`config.mk`:
```
export PLATFORM = sky130hd
export DESIGN_NAME = execute_stage
export DESIGN_NICKNAME = d
export VERILOG_FILES = /design/src/rtl/execute_stage.sv
export SDC_FILE = /design/constraint.sdc
export NUM_CORES = 1
export LEC_CHECK = 0
export BUFFER_PORTS_ARGS = -buffer_cell sky130_fd_sc_hd__buf_4
export CAP_MARGIN = 20
export CORE_MARGIN = 1
export CORE_UTILIZATION = 35
export CTS_BUF_LIST = sky130_fd_sc_hd__clkbuf_16
export CTS_CLUSTER_SIZE = 10
export DETAILED_ROUTE_END_ITERATION = 7
export GPL_TIMING_DRIVEN = 0
export PLACE_DENSITY = 0.67
export SYNTH_ARGS = -nofsm -noshare
export SYNTH_HDL_FRONTEND = slang
export SYNTH_SLANG_ARGS = --single-unit
```
`constraint.sdc`:
```
create_clock -name clk -period 4.6 [get_ports clk]
set_input_delay 0.46 -clock clk [delete_from_list [all_inputs] [get_ports clk]]
set_output_delay 0.46 -clock clk [all_outputs]
set_load 0.03 [all_outputs]
```
`src/rtl/execute_stage.sv`:
```
// ============================================================================
// execute_stage
// ----------------------------------------------------------------------------
// Execute stage of the SimpleARM pipeline. Operands and opcode from decode go
// straight out to the external combinational ALU. The ALU result and NZCV
// flags come back and are registered into the EX/MEM pipeline register, which
// uses a valid/ready handshake. The stage also holds the architectural APSR
// flags. MULS runs on a fixed-latency shift-and-add multiplier that takes
// 32 iterations.
//
// Ports
//   clk, rst                  clock, synchronous active-high reset
//   in_valid / in_ready       handshake from decode
//   in_op_a, in_op_b          source operands
//   in_alu_op                 ALU opcode (ignored when in_is_mul)
//   in_is_mul                 instruction is a multiply
//   in_set_flags              update APSR when the instruction completes
//   in_rd, in_wb_en           destination register and write enable
//   alu_a, alu_b, alu_op      passthrough to the external ALU
//   alu_result, alu_n/z/c/v   result and flags back from the ALU
//   flush                     branch redirect, kills in-flight work
//   out_valid / out_ready     handshake to the memory stage
//   out_result, out_rd,
//   out_wb_en                 EX/MEM register contents
//   apsr_nzcv                 architectural flags {N,Z,C,V}
// ============================================================================
module execute_stage #(
   parameter logic [3:0] RESET_NZCV = 4'b0000
) (
   input  logic        clk,
   input  logic        rst,
   input  logic        in_valid,
   output logic        in_ready,
   input  logic [31:0] in_op_a,
   input  logic [31:0] in_op_b,
   input  logic [3:0]  in_alu_op,
   input  logic        in_is_mul,
   input  logic        in_set_flags,
   input  logic [3:0]  in_rd,
   input  logic        in_wb_en,
   output logic [31:0] alu_a,
   output logic [31:0] alu_b,
   output logic [3:0]  alu_op,
   input  logic [31:0] alu_result,
   input  logic        alu_n,
   input  logic        alu_z,
   input  logic        alu_c,
   input  logic        alu_v,
   input  logic        flush,
   output logic        out_valid,
   input  logic        out_ready,
   output logic [31:0] out_result,
   output logic [3:0]  out_rd,
   output logic        out_wb_en,
   output logic [3:0]  apsr_nzcv
);

   typedef enum logic {RUN, MUL} state_t;

   state_t      state;
   state_t      state_next;

   logic [31:0] acc;
   logic [31:0] mcand;
   logic [31:0] mplier;
   logic [5:0]  cnt;
   logic [3:0]  mul_rd;
   logic        mul_wb_en;
   logic        mul_set_flags;

   logic        accept;
   logic        consume;
   logic        mul_done;
   logic [31:0] acc_step;

   // The ALU is fed straight from decode every cycle. A multiply ignores the
   // ALU result, so there is no need to gate these.
   assign alu_a  = in_op_a;
   assign alu_b  = in_op_b;
   assign alu_op = in_alu_op;

   // The stage takes a new instruction only in RUN, and only when the output
   // register is empty or is being drained this cycle. Because a multiply
   // can only start when the output is free, out_valid is always low while
   // the multiplier runs.
   assign in_ready = (state == RUN) && !rst && (!out_valid || out_ready);
   assign accept   = in_valid && in_ready && !flush;
   assign consume  = out_valid && out_ready;

   // This is one shift-and-add step. The value it produces on the 32nd step
   // is the final product, so completion can register it directly.
   assign acc_step = acc + (mplier[0] ? mcand : 32'd0);

   // Next-state logic. The multiplier finishes on the edge where cnt goes
   // from 31 to 32. A flush forces RUN, which abandons any multiply in
   // progress.
   always_comb begin
      state_next = state;
      mul_done   = 1'b0;
      case (state)
         RUN: begin
            if (accept && in_is_mul) begin
               state_next = MUL;
            end
         end
         MUL: begin
            if (cnt == 6'd31) begin
               state_next = RUN;
               mul_done   = 1'b1;
            end
         end
         default: state_next = RUN;
      endcase
      if (flush) begin
         state_next = RUN;
         mul_done   = 1'b0;
      end
   end

   // State register.
   always_ff @(posedge clk) begin
      if (rst) begin
         state <= RUN;
      end else begin
         state <= state_next;
      end
   end

   // This block holds the datapath: the EX/MEM register, APSR and the
   // multiplier registers. A flush only drops out_valid. It leaves the data
   // and flags alone, so a killed instruction never reaches APSR. A consume
   // clears the valid bit but leaves the data in place.
   always_ff @(posedge clk) begin
      if (rst) begin
         out_valid     <= 1'b0;
         out_result    <= 32'd0;
         out_rd        <= 4'd0;
         out_wb_en     <= 1'b0;
         apsr_nzcv     <= RESET_NZCV;
         acc           <= 32'd0;
         mcand         <= 32'd0;
         mplier        <= 32'd0;
         cnt           <= 6'd0;
         mul_rd        <= 4'd0;
         mul_wb_en     <= 1'b0;
         mul_set_flags <= 1'b0;
      end else if (flush) begin
         out_valid <= 1'b0;
      end else begin
         if (consume) begin
            out_valid <= 1'b0;
         end

         if (accept && !in_is_mul) begin
            out_result <= alu_result;
            out_rd     <= in_rd;
            out_wb_en  <= in_wb_en;
            out_valid  <= 1'b1;
            if (in_set_flags) begin
               apsr_nzcv <= {alu_n, alu_z, alu_c, alu_v};
            end
         end

         if (accept && in_is_mul) begin
            acc           <= 32'd0;
            mcand         <= in_op_a;
            mplier        <= in_op_b;
            cnt           <= 6'd0;
            mul_rd        <= in_rd;
            mul_wb_en     <= in_wb_en;
            mul_set_flags <= in_set_flags;
         end

         if (state == MUL) begin
            acc    <= acc_step;
            mcand  <= mcand << 1;
            mplier <= mplier >> 1;
            cnt    <= cnt + 6'd1;
            if (mul_done) begin
               out_result <= acc_step;
               out_rd     <= mul_rd;
               out_wb_en  <= mul_wb_en;
               out_valid  <= 1'b1;
               if (mul_set_flags) begin
                  apsr_nzcv <= {acc_step[31], (acc_step == 32'd0), apsr_nzcv[1:0]};
               end
            end
         end
      end
   end

endmodule
```
-- Yosys cells after proc, flatten, opt, wreduce, memory -nomap -nowiden
Index checks and enable logic that the tools add are counted.
- register bits after elaboration: 151
- input port bits: 116
- multiplexer cells: 33
- reduce and logical (&&, ||, !) cells: 18
- add/subtract/negate cells: 2
- bitwise logic cells: 2
- equal/unequal tests: 2
- operators by type and width (kind ; count):
    $mux 32 ; 10
    $add 32x32->32 ; 1
    $logic_not 32->1 ; 1
    $mux 4 ; 8
    $mux 1 ; 12
    $mux 6 ; 2
    $logic_and 1x1->1 ; 7
    $add 6x1->6 const B ; 1
    $eq 6x5->1 const B ; 1
    $reduce_and 2->1 ; 3
    $logic_not 1->1 ; 4
    $ne 3x3->1 const B ; 1
    $not 1->1 ; 2
    $pmux 1 s2 ; 1
    $reduce_bool 2->1 ; 1
    $reduce_or 2->1 ; 1
    $logic_or 1x1->1 ; 1

-- Depth between registers and ports, before layout
- depth after elaboration: 10
- gate-level depth with buffers: 13
- mapped depth without buffers: 12

-- Least setup slack after synthesis
OpenSTA, ideal clock, no wires.
- kind: flip-flop to flip-flop
- start: register mplier[0]
- end: register apsr_nzcv[2]
- library setup time: 96 ps
- path slack: 1305 ps
- arrival time: 3199 ps
- clock period less this slack: 3295 ps
- required time: 4504 ps
- cell stages (with the launch flop): 13
- path buffers: 1
- cell sequence: dfxtp_1 clkbuf_1 and2_1 fa_1 a211o_1 a211o_1 nand2_1 o2111ai_1 a21oi_1 xnor2_1 or3_1 or4_1 o41ai_2
- cells in the longest elaborated chain, start to end: 6
- ends and longest elaborated chain (element ; line ; text):
    from (decl) ; 65 ; logic [31:0] mplier;
    from (signal assigned) ; 167 ; mplier <= in_op_b;
    from (signal assigned) ; 177 ; mplier <= mplier >> 1;
    $mux 32 ; 92 ; assign acc_step = acc + (mplier[0] ? mcand : 32'd0);
    $add 32x32->32 ; 92 ;
    $logic_not 32->1 ; 185 ; apsr_nzcv <= {acc_step[31], (acc_step == 32'd0), apsr_nzcv[1:0]};
    $mux 4 ; 184 ; if (mul_set_flags) begin
    $mux 4 ; 179 ; if (mul_done) begin
    $mux 4 ; 174 ; if (state == MUL) begin
    to (signal assigned) ; 160 ; apsr_nzcv <= {alu_n, alu_z, alu_c, alu_v};
    to (signal assigned) ; 185 ;
    to (decl) ; 55 ; output logic [3:0] apsr_nzcv
Every way passes these cells. The select of a mux whose other input is x is not followed.
A chain may end at the register's enable or synchronous reset.

-- Worst setup path in the final report
Same ends and word-level chain as after synthesis.

==> out/summary.md <==
• run status: completed
• switching fraction of total power: 0.2678
• FF-to-FF setup slack: 330 ps
• R2R Path Start: mplier[0]$_SDFFE_PP0P_
• placed insts: 1608
• ratio of total power to cell area: 279.7 mW/mm2
• dominant cells by area after synthesis: sky130_fd_sc_hd__dfxtp_1 35%, sky130_fd_sc_hd__a21oi_1 6.4%, sky130_fd_sc_hd__buf_4 5.9%
• Post-Syn Instances: 1061
• initial antenna violation count: 0
• Final Skew: 13.08 ps
• post-synthesis cell type with the largest combined area: sky130_fd_sc_hd__dfxtp_1
• number of failing hold endpoints at the final stage: 0
• portion of synthesized cell area occupied by the leading cell type: 0.3477
• number of input and output port buffers inserted: 221
• CTS sink cnt: 151
• last weighted congestion value of the routability-driven placer: 0.8961
• CTS H-tree depth: 4
• overall power of the completed layout: 3.176 mW
• starting density of the core: 0.3575
• via count normalized by instance count: 5.337
• critical setup path kind: flip-flop to flip-flop
• vias in the first global route: 8186
• upper clock frequency limit: 234.3 MHz
• largest net degree at the start of global routing: 17
• worst-case hold slack: 242.2 ps
• worst reg2reg path endpoint: apsr_nzcv[2]$_SDFFE_PP0N_
• peak ir drop on the vdd network: 0.2270 mV
• Final setup violation count: 0
• die width: 159.6 um
• cell at the root of the clock tree: sky130_fd_sc_hd__clkbuf_16
• Total Routing Usage GR: 0.2249
• endpoint class of the critical path: flip-flop
• final-stage net count: 1452
• number of buffers inserted during clock tree synthesis: 17
• minimum clock period after layout: 4267 ps
• clock-pin slew on the worst setup and hold paths: 70 ps
• final max-slew violation count: 0
• post-CTS setup buffer count: 0
• Clock Path Buffers: 2
• CTS resizes: 0
• leading post-synthesis cells by instance count: 151 x sky130_fd_sc_hd__dfxtp_1, 133 x sky130_fd_sc_hd__nand2_1, 112 x sky130_fd_sc_hd__a21oi_1, 74 x sky130_fd_sc_hd__nor2_1, 68 x sky130_fd_sc_hd__buf_4
• antenna cells: 0
• number of flops mapped to enable cells by yosys: 0
• total of max-cap violations: 0
• residual antenna-violating net count after detailed routing: 0
• post-place setup slack: 414.2 ps
• unrepaired setup endpoints after global routing: no
• remaining design rule violation count: 0
• final cell count without fillers: 1640
• CP max FO: 10
• post-DP HPWL: 22.16 mm
• clock tree from TritonCTS: done
• via count: 8752
• Worst setup SP type: flip-flop
• die height: 159.6 um
• layout overhead on the synthesized area: 30.64%
• cell-internal power: 2.326 mW
• measured slew at the worst slew-check pin: 915.5 ps
• switching pwr: 0.8505 mW
• worst path arrival time: 4600 ps
• Setup WS post-layout: 332.8 ps
• most common cell in the synthesized netlist: sky130_fd_sc_hd__dfxtp_1
• post-synthesis average cell area: 8.195 um2
• Slew HR: 0.3739
• share of the cycle needed by the critical path after routing: 0.9276
• count of hold-fix buffers inserted at cts: 0
• Sequential Power Share: 0.425
• start point of the worst min-delay path: in_wb_en
• Logic pwr share: 0.126
• Core Rows: 57
• sequential-to-total area share from yosys stat: 0.3477
• overflow left after global routing: 0
• terminating pin of the worst hold path: out_wb_en$_SDFFE_PP0N_
• classification of the worst-slack hold path: input pin to flip-flop
• WHS Path Cells: 3
• Worst EP required: 4940 ps
• post-synthesis instance area: 0.008695 mm2
• global-route wire length before repair: 45.31 mm
• leakage: 4.788 nW
• flops & latches, synth: 151
• total nets after synthesis: 1210
• top-level I/O count: 227
• Worst Reg-to-Reg Cells: 12
• proportion of register bits with asynchronous set or reset after synthesis: 0
• primary flip-flop cell chosen by synthesis mapping: sky130_fd_sc_hd__dfxtp_1
• count of routing violations after the opening detailed-route iteration: 658
• relative contribution of the clock network to total power: 0.449
• Yosys warning count: 0
• clock network latency to the later pin of the worst-skew pair: 430 ps
• synth unique cells: 67
• Detailed Route WL: 28.82 mm
• iteration count of the initial detailed-routing pass: 5
• wire length per cell: 17.58 um
• share of cells above drive strength 1: 0.2614
• core area: 0.02432 mm2
• Die Outline Area: 0.02548 mm2
[power by group through the flow]
stage                     Sequential (mW)  Combinational, mW  Clock, mW
final                                1.35              0.400       1.43
after global routing                 1.35              0.427       1.51
after CTS                            1.35              0.402       1.44
after global placement               1.38              0.397          0
after floorplan                      1.39              0.202          0
after detailed placement             1.38              0.401          0
[cell families after synthesis]
kind of cell,after synthesis,synth area share
buf+inv,147,0.09627
simple gates,340,0.1820
mux,36,0.04145
fa+ha+maj,33,0.04835
compound gates,331,0.2610
flops,151,0.3477
xor+xnor,23,0.02317
[worst max-delay path: stages, from the launching register on]
cell and delay [ps]:
sky130_fd_sc_hd__dfxtp_1 580, sky130_fd_sc_hd__clkbuf_1 300, sky130_fd_sc_hd__and2_1 230, sky130_fd_sc_hd__ha_1 300, sky130_fd_sc_hd__a211o_1 350, sky130_fd_sc_hd__a2111oi_0 380
sky130_fd_sc_hd__a211o_1 280, sky130_fd_sc_hd__nor4b_1 380, sky130_fd_sc_hd__nand4bb_1 180, sky130_fd_sc_hd__nor4_1 320, sky130_fd_sc_hd__nand4b_1 210, sky130_fd_sc_hd__or4_1 460
sky130_fd_sc_hd__o41ai_2 190
[through the flow]
| step | utilization | area, um2 | setup TNS (ps) |
|---|---|---|---|
| after global placement | 0.4424 | 10760 | -6.123 |
| after floorplan | - | 8695 | 0 |
| after detailed placement | 0.4428 | 10770 | 0 |
| final | 0.4670 | 11360 | 0 |
| after global routing | 0.4670 | 11360 | 0 |
| after CTS | 0.4670 | 11360 | 0 |
[flip-flops by register name, indices dropped and copies added, names as in the netlist, 4 cells and up]
signal and count:
apsr_nzcv 4, out_result 32, out_rd 4, mplier 32, mul_rd 4, cnt 6, acc 32, mcand 32
[cells in the final DEF (no fill, tap or decap), drive strengths merged, types with 21 or more instances in the layout]
master  synthesis  final
buf            83    306
mux2i          36     36
nand2         133    133
a22oi          67     67
nand3          37     37
nor2           74     74
dfxtp         151    151
o21ai          25     25
clkbuf         55     72
ha             32     32
a21o           21     21
and2           41     41
a211oi         37     37
a21oi         115    115
[worst max-delay path by stage]
stage                            from                         to  slack (ps)
2_1_floorplan  mplier[0]$_SDFFE_PP0P_  apsr_nzcv[2]$_SDFFE_PP0N_        1310
3_3_place_gp   mplier[0]$_SDFFE_PP0P_  apsr_nzcv[2]$_SDFFE_PP0N_          -6
3_5_place_dp   mplier[0]$_SDFFE_PP0P_  apsr_nzcv[3]$_SDFFE_PP0N_         410
4_1_cts        mplier[0]$_SDFFE_PP0P_  apsr_nzcv[3]$_SDFFE_PP0N_         390
5_1_grt        mplier[0]$_SDFFE_PP0P_  apsr_nzcv[2]$_SDFFE_PP0N_          60
6_report       mplier[0]$_SDFFE_PP0P_  apsr_nzcv[2]$_SDFFE_PP0N_         330
[routing by layer]
| metal | wire (um) | up-vias | global-route usage | part of all wire |
|---|---|---|---|---|
| met4 | 518 | 0 | 0.06337 | 0.018 |
| met5 | 0 | - | 0 | 0 |
| met2 | 12820 | 347 | 0.3472 | 0.44 |
| met1 | 13500 | 4092 | 0.3216 | 0.47 |
| li1 | - | 4275 | - | - |
| met3 | 1987 | 38 | 0.03584 | 0.069 |
[cell type report]
cell class | instances | area (um2)
Inverter | 9 | 33.78
Buffer | 138 | 803.3
Multi-Input combinational cell | 763 | 4835
Clock inverter | 15 | 163.9
Timing Repair Buffer | 223 | 1669
Clock buffer | 17 | 425.4
Sequential cell | 151 | 3023
Fill cell | 2417 | 12960
Tap cell | 324 | 405.4
Note: power is estimated with default switching activity, not from simulation.
